### config.mk
export PLATFORM = sky130hd
export DESIGN_NAME = reg_writeback_queue
export DESIGN_NICKNAME = d
export VERILOG_FILES = /design/src/rtl/reg_writeback_queue.sv
export SDC_FILE = /design/constraint.sdc
export NUM_CORES = 1
export LEC_CHECK = 0
export BUFFER_PORTS_ARGS = -buffer_cell sky130_fd_sc_hd__buf_2
export CAP_MARGIN = 40
export CORE_ASPECT_RATIO = 0.9
export CORE_UTILIZATION = 35
export CTS_CLUSTER_SIZE = 14
export DETAILED_ROUTE_END_ITERATION = 10
export PLACE_DENSITY = 0.61
export SLEW_MARGIN = 0
export SYNTH_ARGS = -nofsm -noshare
export SYNTH_HDL_FRONTEND = slang
export SYNTH_SLANG_ARGS = --single-unit
### constraint.sdc
create_clock -name clk -period 6.7 [get_ports clk]
set_clock_uncertainty 0.05 [all_clocks]
set_input_delay 0.335 -clock clk [delete_from_list [all_inputs] [get_ports clk]]
set_output_delay 0.335 -clock clk [all_outputs]
set_load 0.02 [all_outputs]
### src/rtl/reg_writeback_queue.sv
// In-order writeback queue feeding the register file's single write port; r15 goes to the PC.
// Optional pending-destination scoreboard on `busy` is built when WBQ_SCOREBOARD_EN is defined.
module reg_writeback_queue #(
   parameter int unsigned DEPTH  = 4,
   parameter int unsigned DATA_W = 32,
   parameter int unsigned ADDR_W = 4
) (
   input  logic                    clk,
   input  logic                    reset,
   input  logic                    ex_valid,
   output logic                    ex_ready,
   input  logic [ADDR_W-1:0]       ex_addr,
   input  logic [DATA_W-1:0]       ex_data,
   input  logic                    mem_valid,
   output logic                    mem_ready,
   input  logic [ADDR_W-1:0]       mem_addr,
   input  logic [DATA_W-1:0]       mem_data,
   output logic                    we3,
   output logic [ADDR_W-1:0]       ra3,
   output logic [DATA_W-1:0]       wd3,
   output logic                    pc_we,
   output logic [DATA_W-1:0]       pc_wd,
   output logic [2**ADDR_W-1:0]    busy,
   output logic [$clog2(DEPTH):0]  count
);

   localparam int unsigned PW = $clog2(DEPTH);
   localparam logic [PW:0] CntLeM1 = (PW+1)'(DEPTH - 1);
   localparam logic [PW:0] CntLeM2 = (PW+1)'(DEPTH - 2);
   localparam logic [ADDR_W-1:0] PcAddr = ADDR_W'(15);

   logic [ADDR_W-1:0] addr_q [DEPTH];
   logic [ADDR_W-1:0] addr_d [DEPTH];
   logic [DATA_W-1:0] data_q [DEPTH];
   logic [DATA_W-1:0] data_d [DEPTH];

   logic [PW:0] rd_ptr_q, rd_ptr_d;
   logic [PW:0] wr_ptr_q, wr_ptr_d;
   logic [PW:0] count_q, count_d;

   logic [PW-1:0] rd_idx;
   logic [PW-1:0] wr_idx;
   logic [PW-1:0] ex_idx;
   logic          empty;
   logic          full;
   logic          pop;
   logic          mem_push;
   logic          ex_push;
   logic [ADDR_W-1:0] head_addr;
   logic [DATA_W-1:0] head_data;
   logic          head_is_pc;

   assign rd_idx = rd_ptr_q[PW-1:0];
   assign wr_idx = wr_ptr_q[PW-1:0];
   assign empty  = (rd_ptr_q == wr_ptr_q);
   assign full   = (rd_idx == wr_idx) && (rd_ptr_q[PW] != wr_ptr_q[PW]);
   assign pop    = !empty;

   // Ready looks only at the registered occupancy, never at this cycle's pop.
   always_comb begin
      mem_ready = 1'b0;
      ex_ready  = 1'b0;
      if (!reset) begin
         mem_ready = (count_q <= CntLeM1);
         ex_ready  = mem_valid ? (count_q <= CntLeM2) : (count_q <= CntLeM1);
      end
   end

   assign mem_push = mem_valid && mem_ready;
   assign ex_push  = ex_valid && ex_ready;
   // The load is older, so it takes the first free slot when both arrive together.
   assign ex_idx   = wr_idx + PW'(mem_push);

   always_comb begin
      for (int i = 0; i < int'(DEPTH); i++) begin
         addr_d[i] = addr_q[i];
         data_d[i] = data_q[i];
      end
      if (mem_push) begin
         addr_d[wr_idx] = mem_addr;
         data_d[wr_idx] = mem_data;
      end
      if (ex_push) begin
         addr_d[ex_idx] = ex_addr;
         data_d[ex_idx] = ex_data;
      end
   end

   always_comb begin
      wr_ptr_d = wr_ptr_q + (PW+1)'(mem_push) + (PW+1)'(ex_push);
      rd_ptr_d = rd_ptr_q + (PW+1)'(pop);
      count_d  = count_q + (PW+1)'(mem_push) + (PW+1)'(ex_push) - (PW+1)'(pop);
   end

   always_ff @(posedge clk) begin
      if (reset) begin
         rd_ptr_q <= '0;
         wr_ptr_q <= '0;
         count_q  <= '0;
      end else begin
         rd_ptr_q <= rd_ptr_d;
         wr_ptr_q <= wr_ptr_d;
         count_q  <= count_d;
      end
   end

   // Payload storage needs no reset; validity comes from the pointers.
   always_ff @(posedge clk) begin
      for (int i = 0; i < int'(DEPTH); i++) begin
         addr_q[i] <= addr_d[i];
         data_q[i] <= data_d[i];
      end
   end

   assign head_addr  = addr_q[rd_idx];
   assign head_data  = data_q[rd_idx];
   assign head_is_pc = (head_addr == PcAddr);

   always_comb begin
      we3   = 1'b0;
      ra3   = '0;
      wd3   = '0;
      pc_we = 1'b0;
      pc_wd = '0;
      if (!reset && !empty) begin
         if (head_is_pc) begin
            pc_we = 1'b1;
            pc_wd = head_data;
         end else begin
            we3 = 1'b1;
            ra3 = head_addr;
            wd3 = head_data;
         end
      end
   end

   assign count = count_q;

`ifdef WBQ_SCOREBOARD_EN
   // An entry is live when its distance from the head is below the occupancy.
   always_comb begin
      logic [PW-1:0] off;
      busy = '0;
      off  = '0;
      if (!reset) begin
         for (int i = 0; i < int'(DEPTH); i++) begin
            off = PW'(i) - rd_idx;
            if ({1'b0, off} < count_q) begin
               busy[addr_q[i]] = 1'b1;
            end
         end
      end
   end
`else
   assign busy = '0;
`endif

   a_count_ptrs : assert property (@(posedge clk) disable iff (reset)
      count_q == (wr_ptr_q - rd_ptr_q));
   a_full_count : assert property (@(posedge clk) disable iff (reset)
      full == (count_q == (PW+1)'(DEPTH)));

endmodule

# After elaboration in Yosys (flattened, before gate mapping)
# Memory sizes are Yosys's and may differ from the RTL's. A register that Yosys moved wholly into a read port is not among the register bits.
# Cells that the tools add are included.
# word_totals
mem_bits_ro,0
ramBits,144
inputBits,76
out_inout_bits,91
reg_bits,9
memories,2
latch_bits,0
# op_classes
magnitude_cmp,6
n_mul,0
n_mux,31
eq_ne,2
shift,0
n_addsub,7
div,0
reduce_logical,7
n_bitwise,2
# mem_list
name,words,word_bits,rd,rd_clocked_by_memory_dff,wr,line,source
data_q,4,32,5,1,4,34,logic [DATA_W-1:0] data_q [DEPTH];
addr_q,4,4,5,1,4,32,logic [ADDR_W-1:0] addr_q [DEPTH];
# op_table
cell,count
$bwmux 128,2
$mux 128,2
$mux 32,6
$demux 32 s2,2
$bwmux 16,2
$mux 16,2
$demux 4 s2,2
$mux 4,4
$add 3x1->3,5
$mux 1,7
$ge 3x3->1 const B,2
$le 3x2->1 const B,2
$lt 3x1->1 const B,2
$not 2->3,2
$logic_and 1x1->1,5
$eq 4x4->1 const B,1
$mux 2,2
$eq 3x3->1,1
$sub 3x1->3,1
$add 2x1->2,1
$logic_not 1->1,2

# Depth between registers and ports, before layout
# depth
depth_word,11
mapped_depth,11

# Worst setup path before layout
# OpenSTA, ideal clock, no wires.
# synth_path
path_type,register to register
from,"register count_q[1], in the netlist count[1]"
to,"register count_q[1], in the netlist count[1]"
path_stages_with_launch,9
path_buffers,0
setup_ps,128
required_ps,6522
arrival_time_ps,2564
slack_ps,3958
period_less_slack_ps,2742
cell_sequence,dfxtp_1 -> or3b_4 -> a31oi_4 -> and2_2 -> nand2_1 -> fa_1 -> inv_1 -> fa_1 -> nor2b_1
# synth_via
elab_chain_cells,6
# synth_rtl
item,line,source
start: declaration,39,"logic [PW:0] count_q, count_d;"
start signal: assignment,103,count_q <= count_d;
$le 3x2->1,65,ex_ready = mem_valid ? (count_q <= CntLeM2) : (count_q <= CntLeM1);
$mux 1 *,65,
$mux 1 *,63,if (!reset) begin
named net ex_ready,11,"output logic ex_ready,"
$logic_and 1x1->1 *,70,assign ex_push = ex_valid && ex_ready;
$add 3x1->3 *,92,count_d = count_q + (PW+1)'(mem_push) + (PW+1)'(ex_push) - (PW+1)'(pop);
$sub 3x1->3 *,92,
named net count_d[1],39,
# Mark *: on every way through the listed nets, which the timed path passes. The rest lies on a longest branch.
# A chain may end at the register's enable or synchronous reset.

# Worst setup path in the final report
# layout_path
from,register rd_ptr_q[0]
to,output port pc_wd[5]
# layout_via
elab_chain_cells,4
# layout_rtl
item,line,source
start: declaration,37,"logic [PW:0] rd_ptr_q, rd_ptr_d;"
start signal: assignment,101,rd_ptr_q <= rd_ptr_d;
$eq 3x3->1,55,assign empty = (rd_ptr_q == wr_ptr_q);
$logic_not 1->1,125,if (!reset && !empty) begin
$logic_and 1x1->1,125,
$mux 32,125,
end: declaration,22,"output logic [DATA_W-1:0] pc_wd,"
# No other way between the ends.

==> results.toml <==
[route]
via_per_inst = 5.00
wirelength_um = 20300
drt_iter0_drc = 176
first_pass_iters = 4
post-route-drc-count = 0
vias = 5607
ant_nets = 0
drt-wirelength-per-cell_um = 18.1

[floorplanning]
io_pins = 167
die_w_um = 167
start_util_pct = 36.1
std_cell_rows = 53
fp.dieH_um = 150
die_area_um2 = 25100
core_um2 = 23700

[synth]
syn_inst = 672
post_synth.cell_area_avg_um2 = 12.7
ys_types = 36
async_flop_share_pct = 0
synth_area_leaders = "mux2_2 37%, dfxtp_1 36%, mux4_2 9.5%, and3_1 2.6%, nor2b_1 2.6%"
yosysTopAreaCellShare_pct = 36.9
synth_top_area_cell = "mux2_2"
yosys_warnings = 0
ys_ff_latch = 153
synth-edff-count = 0
syn_area_um2 = 8550
seq_area_frac_synth_pct = 35.8
synthFlopType = "dfxtp_1"

[clock_tree]
postCtsResizedCells = 0
cts_tree = "done"
clk_latency_ps = 420
cts_sinks = 153
postCtsHoldBufs = 0
cts_setup_buffers = 0
cts.clk_slew.worst_paths_ps = 60
clock_path_buffers = 2
cts_buffers = 17
cts_max_level = 4
clockRootBuffer = "clkbuf_16"

[placed_design]
io_buffers = 150
dp_hpwl_um = 13300
post_dp_cell_area_um2 = 9570
gp_congestion = 0.688
dp_worst_setup_slack_ps = 3320

[global_routing]
track_usage_pct = 16.8
grt_pass1_vias = 5529
antenna_found_initial = 4
grt_max_degree = 39
grt_pass1_wl_um = 31600
grt-ovfl-total = 0

[timing]
finalHoldViolCount = 0
finalSetupTns_ps = 0
tightest_slew_ps = 837
rsz0062_at_grt = "false"
fmax_mhz = 271
min_period_over_period_pct = 55.1
relSlewSlack_pct = 44.2
setup_viol_count_final = 0
period_minus_slack_ps = 3690
fin_ws_ps = 3010
whs_ps = 132
maxSlewViolCount = 0

[worst_setup_path]
path_class = "flip-flop to output pin"
cp_num_buf_inv = 3
worst_setup_path_end_kind = "output pin"
slowest_stage = "buf_4"
cp_max_fo = 38
worstPathRequired_ps = 6310
critPathMaxStageDelay_ps = 630
critPathArrivalTime_ps = 3310
cp_cell_sequence = "buf_4, xnor2_1, a31oi_4, buf_16, nand2b_2, nor2b_1, buf_2"
cp-start-kind = "flip-flop"
critical_path.top_delay_family = "buffers and inverters"

[finish]
drive_gt1_share_pct = 65.1
final_util_pct = 42.6
syn_to_final_growth_pct = 18.1
final_area_um2 = 10100
nets = 895

[min_path]
hold_class = "primary input to flip-flop"

[power_and_ir_drop]
peakVddDrop_v = 0.000145
p_leak_nw = 4.51
power_density_nw_per_um2 = 454

[outcome]
outcome = "finished clean"

[job]
drv_cap = 0
==> worst paths after layout <==
kind / from / endpoint / slack [ps] / depth (start not counted)
worst max register to register: rd_ptr_q[0] / count[1] / 3770 / 9
worst min register to register: rd_ptr_q[2] / rd_ptr_q[2] / 510 / 2
worst max-delay path: rd_ptr_q[0] / pc_wd[5] / 3010 / 7
worst min-delay path: ex_data[27] / data_q[0][27] / 130 / 2
==> worst reg2reg max path: stages (launching register included) <==
cell     delay (ps)
dfxtp_2         310
buf_4           630
xnor2_1         270
and3_1          200
inv_1            60
ha_1            290
fa_1            380
inv_1            80
fa_1            400
nor2b_1         140
==> where the power goes <==
group / internal (mW) / switching [mW] / total [mW] / leakage [nW]
clock network: 0.509 / 0.369 / 0.878 / 0.264
logic: 1.26 / 0.894 / 2.16 / 2.96
registers: 1.35 / 0.194 / 1.55 / 1.28
==> cell usage after synthesis, types with 2 or more instances <==
cell,instances
nand4_4,4
mux2_4,8
ha_1,7
clkbuf_1,13
xnor2_1,6
clkbuf_8,3
buf_2,13
mux4_2,36
buf_4,19
nor2b_1,35
inv_1,13
nor2_1,10
buf_6,7
nand2_1,2
and2_1,2
mux2_2,280
buf_1,5
fa_1,3
xor2_1,2
dfxtp_1,153
and3_1,36
==> flip-flops by register name, summed over array words and instances (netlist names) <==
register	cells
wr_ptr_q	3
data_q	128
rd_ptr_q	3
count	3
addr_q	16
==> layout make-up <==
| class | instances | area, um2 |
|---|---|---|
| fill | 2244 | 13600 |
| multi-input combinational | 461 | 5120 |
| sequential | 153 | 3070 |
| timing repair buffer | 163 | 958 |
| clock buffer | 19 | 443 |
| tap | 302 | 378 |
| clock inverter | 10 | 81.3 |
| inverter | 13 | 48.8 |
| antenna | 1 | 2.50 |
==> cell families after synthesis <==
logic type	synth area share, %
xor+xnor	0.819
buf+inv	5.19
compound gates	0.424
flops	35.8
fa+ha+maj	1.73
simple gates	8.21
other cells	0.0439
mux	47.8
==> metal layers <==
metal / vias to the layer above / GRT usage (%) / part of all wire (%)
li1: 2723 / - / -
met1: 2730 / 21.7 / 47
met2: 127 / 27.9 / 48
met3: 21 / 4.07 / 3.7
met4: 6 / 5.00 / 1.1
met5: - / 0 / 0.20
==> cell usage in the layout, fill, tap and decap left out, types with 3 or more instances in the layout <==
cell / instances
buf_16: 3
buf_12: 4
mux4_2: 36
fa_1: 3
buf_2: 150
ha_1: 7
nand4_4: 4
nor2b_1: 35
mux2_2: 280
inv_1: 13
clkinv_2: 7
mux2_4: 8
buf_4: 6
nor2_1: 10
xnor2_1: 6
clkbuf_16: 17
conb_1: 16
and3_1: 36
dfxtp_1: 151
==> metrics by stage <==
stage | std cells | total power, mW
floorplan | 687 | 3.24
global placement | 1085 | 3.67
detailed placement | 1092 | 3.75
CTS | 1121 | 4.64
global route | 1122 | 4.90
finish | 1122 | 4.58
No activity file was read; power rests on OpenSTA's default activity.
